## src/rtl/lsu_mem_port.sv

```systemverilog
// lsu_mem_port: load/store unit memory port for an RV32 core.
//
// Takes one byte-addressed load/store request at a time. It turns the request
// into one or two word-wide memory accesses with byte-lane masks, and returns
// the aligned, extended load result (or a store acknowledge) as a one-cycle
// response. An access that crosses a word boundary is split into two accesses.
//
// Ports:
//   i_clk, i_reset         clock; synchronous active-low reset
//   i_req_valid/o_req_ready request handshake (ready only while idle)
//   i_req_wren, i_req_funct3, i_req_addr, i_req_wdata   request fields
//   o_rsp_valid, o_rsp_rdata, o_rsp_misaligned, o_rsp_err  one-cycle response
//   o_mem_addr (word index), o_mem_wdata, o_mem_bmask, o_mem_wren  memory port
//   i_mem_rdata            combinational read data for o_mem_addr
//
// All outputs are registered. Each one is loaded from the value it must carry
// in the state being entered, so every output changes in step with the state.
module lsu_mem_port #(
  parameter int ADDR_W = 32
) (
  input  logic              i_clk,
  input  logic              i_reset,
  input  logic              i_req_valid,
  output logic              o_req_ready,
  input  logic              i_req_wren,
  input  logic [2:0]        i_req_funct3,
  input  logic [31:0]       i_req_addr,
  input  logic [31:0]       i_req_wdata,
  output logic              o_rsp_valid,
  output logic [31:0]       o_rsp_rdata,
  output logic              o_rsp_misaligned,
  output logic              o_rsp_err,
  output logic [ADDR_W-1:0] o_mem_addr,
  output logic [31:0]       o_mem_wdata,
  output logic [3:0]        o_mem_bmask,
  output logic              o_mem_wren,
  input  logic [31:0]       i_mem_rdata
);

  typedef enum logic [1:0] {
    ST_IDLE = 2'd0,
    ST_ACC0 = 2'd1,
    ST_ACC1 = 2'd2,
    ST_RESP = 2'd3
  } state_t;

  // Funct3 codes 011/110/111 never exist; the unsigned codes exist only for loads.
  function automatic logic f_illegal(input logic wren, input logic [2:0] funct3);
    logic ill;
    case (funct3)
      3'b000, 3'b001, 3'b010: ill = 1'b0;
      3'b100, 3'b101:         ill = wren;
      default:                ill = 1'b1;
    endcase
    return ill;
  endfunction

  // Truncate the already right-aligned load data to the access size and extend it.
  function automatic logic [31:0] f_load_ext(input logic [2:0] funct3, input logic [31:0] raw);
    logic [31:0] res;
    case (funct3)
      3'b000:  res = {{24{raw[7]}}, raw[7:0]};
      3'b001:  res = {{16{raw[15]}}, raw[15:0]};
      3'b010:  res = raw;
      3'b100:  res = {24'h000000, raw[7:0]};
      3'b101:  res = {16'h0000, raw[15:0]};
      default: res = 32'h0000_0000;
    endcase
    return res;
  endfunction

  state_t      r_state;
  state_t      w_state_nxt;
  logic        r_req_ready;
  logic        r_wren;
  logic [2:0]  r_funct3;
  logic [31:0] r_addr;
  logic [31:0] r_wdata;
  logic [31:0] r_r0;
  logic [31:0] r_r1;

  logic              w_accept;
  logic              w_wren;
  logic [2:0]        w_funct3;
  logic [31:0]       w_addr;
  logic [31:0]       w_wdata;
  logic              w_illegal;
  logic              w_store;
  logic [3:0]        w_smask;
  logic [7:0]        w_mask8;
  logic              w_split;
  logic [63:0]       w_data64;
  logic [ADDR_W-1:0] w_addr0;
  logic [31:0]       w_r0_nxt;
  logic [31:0]       w_r1_nxt;
  logic [31:0]       w_load;

  assign o_req_ready = r_req_ready;

  // Request decode, lane/data alignment, load assembly and next-state logic.
  always_comb begin
    w_accept = i_req_valid & r_req_ready;
    // On the accept edge the registers load only at that edge, so decode the live inputs.
    if (w_accept) begin
      w_wren   = i_req_wren;
      w_funct3 = i_req_funct3;
      w_addr   = i_req_addr;
      w_wdata  = i_req_wdata;
    end else begin
      w_wren   = r_wren;
      w_funct3 = r_funct3;
      w_addr   = r_addr;
      w_wdata  = r_wdata;
    end

    w_illegal = f_illegal(w_wren, w_funct3);
    w_store   = w_wren & ~w_illegal;

    // An illegal request has an empty size mask, so it can never split or write.
    if (w_illegal) begin
      w_smask = 4'b0000;
    end else begin
      case (w_funct3[1:0])
        2'b00:   w_smask = 4'b0001;
        2'b01:   w_smask = 4'b0011;
        2'b10:   w_smask = 4'b1111;
        default: w_smask = 4'b0000;
      endcase
    end

    w_mask8  = {4'b0000, w_smask} << w_addr[1:0];
    w_split  = |w_mask8[7:4];
    w_data64 = {32'h0000_0000, w_wdata} << {w_addr[1:0], 3'b000};
    w_addr0  = ADDR_W'(w_addr[31:2]);

    // Read data as it will stand once the current access cycle ends.
    if (r_state == ST_ACC0) begin
      w_r0_nxt = i_mem_rdata;
    end else begin
      w_r0_nxt = r_r0;
    end
    if (r_state == ST_ACC1) begin
      w_r1_nxt = i_mem_rdata;
    end else begin
      w_r1_nxt = r_r1;
    end
    w_load = f_load_ext(w_funct3, 32'({w_r1_nxt, w_r0_nxt} >> {w_addr[1:0], 3'b000}));

    w_state_nxt = r_state;
    case (r_state)
      ST_IDLE: begin
        if (w_accept) begin
          w_state_nxt = ST_ACC0;
        end else begin
          w_state_nxt = ST_IDLE;
        end
      end
      ST_ACC0: begin
        if (w_split) begin
          w_state_nxt = ST_ACC1;
        end else begin
          w_state_nxt = ST_RESP;
        end
      end
      ST_ACC1: w_state_nxt = ST_RESP;
      ST_RESP: w_state_nxt = ST_IDLE;
      default: w_state_nxt = ST_IDLE;
    endcase
  end

  // State register.
  always_ff @(posedge i_clk) begin
    if (!i_reset) begin
      r_state <= ST_IDLE;
    end else begin
      r_state <= w_state_nxt;
    end
  end

  // Capture the request fields on the accept edge only.
  always_ff @(posedge i_clk) begin
    if (!i_reset) begin
      r_wren   <= 1'b0;
      r_funct3 <= 3'b000;
      r_addr   <= 32'h0000_0000;
      r_wdata  <= 32'h0000_0000;
    end else if (w_accept) begin
      r_wren   <= i_req_wren;
      r_funct3 <= i_req_funct3;
      r_addr   <= i_req_addr;
      r_wdata  <= i_req_wdata;
    end
  end

  // Hold the read words of each access; R1 is cleared on accept so unsplit loads see zero.
  always_ff @(posedge i_clk) begin
    if (!i_reset) begin
      r_r0 <= 32'h0000_0000;
      r_r1 <= 32'h0000_0000;
    end else if (w_accept) begin
      r_r0 <= 32'h0000_0000;
      r_r1 <= 32'h0000_0000;
    end else begin
      r_r0 <= w_r0_nxt;
      r_r1 <= w_r1_nxt;
    end
  end

  // Registered outputs, loaded with the values belonging to the state being entered.
  always_ff @(posedge i_clk) begin
    if (!i_reset) begin
      r_req_ready      <= 1'b0;
      o_mem_addr       <= '0;
      o_mem_wdata      <= 32'h0000_0000;
      o_mem_bmask      <= 4'b0000;
      o_mem_wren       <= 1'b0;
      o_rsp_valid      <= 1'b0;
      o_rsp_rdata      <= 32'h0000_0000;
      o_rsp_misaligned <= 1'b0;
      o_rsp_err        <= 1'b0;
    end else begin
      r_req_ready      <= (w_state_nxt == ST_IDLE);
      o_mem_addr       <= '0;
      o_mem_wdata      <= 32'h0000_0000;
      o_mem_bmask      <= 4'b0000;
      o_mem_wren       <= 1'b0;
      o_rsp_valid      <= 1'b0;
      o_rsp_rdata      <= 32'h0000_0000;
      o_rsp_misaligned <= 1'b0;
      o_rsp_err        <= 1'b0;
      case (w_state_nxt)
        ST_ACC0: begin
          o_mem_addr  <= w_addr0;
          o_mem_wdata <= w_data64[31:0];
          o_mem_bmask <= w_store ? w_mask8[3:0] : 4'b0000;
          o_mem_wren  <= w_store;
        end
        ST_ACC1: begin
          o_mem_addr  <= w_addr0 + ADDR_W'(1'b1);
          o_mem_wdata <= w_data64[63:32];
          o_mem_bmask <= w_store ? w_mask8[7:4] : 4'b0000;
          o_mem_wren  <= w_store;
        end
        ST_RESP: begin
          o_rsp_valid      <= 1'b1;
          o_rsp_rdata      <= (w_wren | w_illegal) ? 32'h0000_0000 : w_load;
          o_rsp_misaligned <= w_split;
          o_rsp_err        <= w_illegal;
        end
        default: begin
          o_mem_addr <= '0;
        end
      endcase
    end
  end

endmodule

```

## config.mk

```make
export PLATFORM = sky130hd
export DESIGN_NAME = lsu_mem_port
export DESIGN_NICKNAME = d
export VERILOG_FILES = /design/src/rtl/lsu_mem_port.sv
export SDC_FILE = /design/constraint.sdc
export NUM_CORES = 1
export LEC_CHECK = 0
export BUFFER_PORTS_ARGS = -buffer_cell sky130_fd_sc_hd__buf_2
export CELL_PAD_IN_SITES_DETAIL_PLACEMENT = 1
export CELL_PAD_IN_SITES_GLOBAL_PLACEMENT = 1
export CORE_MARGIN = 10
export CORE_UTILIZATION = 39
export CTS_BUF_LIST = sky130_fd_sc_hd__clkbuf_4 sky130_fd_sc_hd__clkbuf_8
export DETAILED_ROUTE_END_ITERATION = 8
export PLACE_DENSITY = 0.8
export SLEW_MARGIN = 30
export SYNTH_ARGS = -nofsm -noshare
export SYNTH_HDL_FRONTEND = slang
export SYNTH_SLANG_ARGS = --single-unit
export TNS_END_PERCENT = 5
```

## constraint.sdc

```tcl
create_clock -name i_clk -period 15.2 [get_ports i_clk]
set_input_delay 2.28 -clock i_clk [delete_from_list [all_inputs] [get_ports i_clk]]
set_output_delay 2.28 -clock i_clk [all_outputs]
set_load 0.005 [all_outputs]
```

==> flow_summary.ini <==
[sta]
rsz0062_at_grt = false
period_share_pct = 45.7
holdWs_ns = 0.486
hold_violations = 0
worstMarginPinSlew_ns = 0.967
worst_slack_ns = 8.26
finalSetupViolations = 0
fmax_ghz = 0.144
setup_tns_ns = 0
period_minus_slack_ns = 6.94
report.final.slew_viol_count = 0
fin_worst_skew_ns = 0.0294
slew_headroom_pct = 35.3

[global_routing]
grt_use_met3_pct = 4.75
grt-ovfl-total = 0
grt_max_degree = 76
antenna_found_initial = 5
grt_first_pass_wirelength_mm = 53.5
grtUsageMet2_pct = 33.5
grt_usage_pct = 19.6
grt_pass1_vias = 9539
busiest_layer = met2
met1_usage_pct = 23.9

[synthesis]
yosysSeqAreaShare_pct = 43.8
ys_async_sr_fraction_pct = 0
yosys.area.top_type = dfxtp_1
netlist_area_um2 = 10500
synth.area.top_cells = dfxtp_1, mux2i_1, mux4_2
synth.net_count = 1183
ys_warn_count = 0
synth_edf_count = 0
synth_area_per_cell_um2 = 9.83
synth_ff_type = dfxtp_1
synth_largest_type_area_fraction_pct = 43.8
synthCells = 1069
synth_seq_cells = 230
synth.distinct_cells = 62

[pwr]
p_sw_share_pct = 36.4
power.density_nw_per_um2 = 163
p_seq_share_pct = 34.8
p_clk_share_pct = 29.6
p_int_mw = 1.31
combPwrFrac_pct = 35.6
ir_drop_uv = 88.7
switchingPower_mw = 0.751
power.leakage_nw = 5.45

[worst_setup_path]
worst_setup_path_end_kind = register
path_cells = buf_2, nand2_4, mux2i_1, ha_1, inv_1, o31ai_1, o221ai_1, a211oi_1, a21oi_1, ha_1, nor2b_1, nand2_1, nor2_1, nand2_1, o221ai_1
path_class = in2reg
start_kind = input pin
required_ns = 15.64
critPathArrivalTime_ns = 7.38
slowest_stage = nor2_1
path_max_fanout = 28
ff2ff_path_depth = 14
cpPeakStageDelay_ns = 0.69

[route]
drc = 0
drtPass1Iterations = 5
vias_per_cell = 5.48
drt_iter0_drc = 526
wl_per_cell_um = 21.1
ant_nets = 0
num_vias = 8908
totalWireLength_mm = 34.4

[cts]
cts_buffer_depth = 3
cts_setup_buffers = 0
cts_tree = yes
worstSkewPairLatency_ns = 0.55
cts-root-buf = clkbuf_8
h-tree-depth = 2
hold_buffers = 0
cts.clk_slew.worst_paths_ns = 0.06
cts_buffers = 41
clock-sinks = 230
cts_resized = 0

[placement]
hpwl_mm = 23.6
port_buffers = 206
gp_congestion = 0.854
dp_slack_ns = 7.70

[min_path]
holdPathStages = 2
worst_hold_path_type = reg2reg

[outcome]
status = completed

[finish]
post-route-util_pct = 47.2
syn_to_final_growth_pct = 20.1
nFillCells = 3071
drive_gt1_share_pct = 26.4
layout.nets = 1365

[floorplanning]
pin_count = 208
placementRows = 60
design.die.area_um2 = 33900
die_w_um = 184
fp.dieH_um = 184
start_util_pct = 39.3
coreArea_um2 = 26700

[run]
cap_violations = 0
==> worst max-delay path, delay by kind of cell <==
| kind | cells | cell delay [ns] |
|---|---|---|
| AND/OR/NAND/NOR | 5 | 2.38 |
| AO/OA/AOI/OAI | 5 | 1.18 |
| adder cells (fa/ha/maj) | 2 | 0.69 |
| buffers and inverters | 2 | 0.45 |
| multiplexers | 1 | 0.38 |
==> flip-flops by register name (all words and copies together), names as in the netlist <==
name              cells
o_rsp_err             1
r_wren                1
o_mem_addr           31
o_rsp_misaligned      1
o_mem_bmask           4
r_addr               32
r_r0                 32
o_mem_wdata          32
o_rsp_rdata          32
r_wdata              32
r_r1                 24
r_funct3              3
o_mem_wren            1
o_req_ready           1
o_rsp_valid           1
r_state               2
==> worst paths after layout <==
kind | to | slack (ns) | start
min | r_r0[4]$_SDFF_PP0_ | 0.49 | r_r0[4]$_SDFF_PP0_
max reg2reg | o_mem_wdata[3]$_SDFF_PN0_ | 9.41 | o_req_ready$_SDFF_PN0_
max | o_mem_wdata[3]$_SDFF_PN0_ | 8.26 | i_req_valid
min reg2reg | r_r0[4]$_SDFF_PP0_ | 0.49 | r_r0[4]$_SDFF_PP0_
==> cells in the final DEF (no fill, tap or decap), types with 3 or more instances in the layout <==
cell type and instances:
dfxtp_1 230, buf_2 206, mux2i_1 172, nor2_1 94, nand2_1 93, nor2b_1 71, clkbuf_8 54, a21oi_1 34
mux4_2 29, o21ai_0 23, nand3_1 21, o221ai_1 17, inv_1 16, clkbuf_4 15, o22ai_1 14, and2_1 13
a31oi_1 12, a22oi_1 12, xor2_1 11, and3_1 9, a211oi_1 9, nor4_1 9, ha_1 9, buf_4 9
nand4_1 7, nor3_1 7, o31ai_1 6, a21boi_0 6, or3_1 5, xnor2_1 5, diode_2 4, mux2_2 4
or2_2 4, and4_1 4, a211o_1 3, o211ai_1 3, clkinv_2 3
==> layer usage <==
metal	vias up	part of all wire (%)	routed length, um
met1	4382	43	14700
met4	2	2.4	821
li1	4191	-	-
met2	269	48	16600
met5	-	0.023	8
met3	64	6.6	2260
==> per-stage QoR <==
| step | cell area [um2] | cells | total power [mW] |
|---|---|---|---|
| floorplan | 10500 | 1069 | 1.25 |
| global placement | 11700 | 1549 | 1.44 |
| detailed placement | 11700 | 1549 | 1.46 |
| CTS | 12600 | 1622 | 2.08 |
| global route | 12600 | 1622 | 2.18 |
| finish | 12600 | 1626 | 2.06 |
==> cell families after synthesis <==
group / share of synthesized area (%)
adders and majority gates: 1.31
AOI/OAI and AO/OA: 10.6
xor gates and xnor gates: 1.33
and+or+nand+nor: 16.2
DFF: 43.8
buffers and inverters: 3.73
muxes: 23.0
other: 0.0357
==> synthesized netlist by cell type, drive strengths merged, types with 12 or more instances <==
cell / number
clkbuf: 44
mux4: 29
o221ai: 17
inv: 16
nand2: 96
a21oi: 34
nor2: 94
a22oi: 12
o22ai: 14
nand3: 21
and2: 15
a31oi: 13
nor2b: 71
o21ai: 25
dfxtp: 230
buf: 32
mux2i: 172
==> layout make-up <==
cell class / count / area [um2] / share of cell area, %
flip-flops and latches: 230 / 4600 / 36.5
clock buffers: 69 / 856 / 6.78
well taps: 341 / 427 / 3.38
clock inverters: 4 / 23.8 / 0.188
diodes: 4 / 10.0 / 0.0793
inverters: 16 / 60.1 / 0.476
multi-input cells: 747 / 5540 / 43.9
repair buffers: 215 / 1100 / 8.70
==> power groups by stage <==
stage / clock (mW) / combinational (mW) / sequential [mW]
floorplan: 0 / 0.540 / 0.713
global placement: 0 / 0.711 / 0.726
detailed placement: 0 / 0.734 / 0.730
CTS: 0.627 / 0.739 / 0.718
global route: 0.656 / 0.803 / 0.725
finish: 0.610 / 0.734 / 0.718
Note: power is estimated with default switching activity, not from simulation.
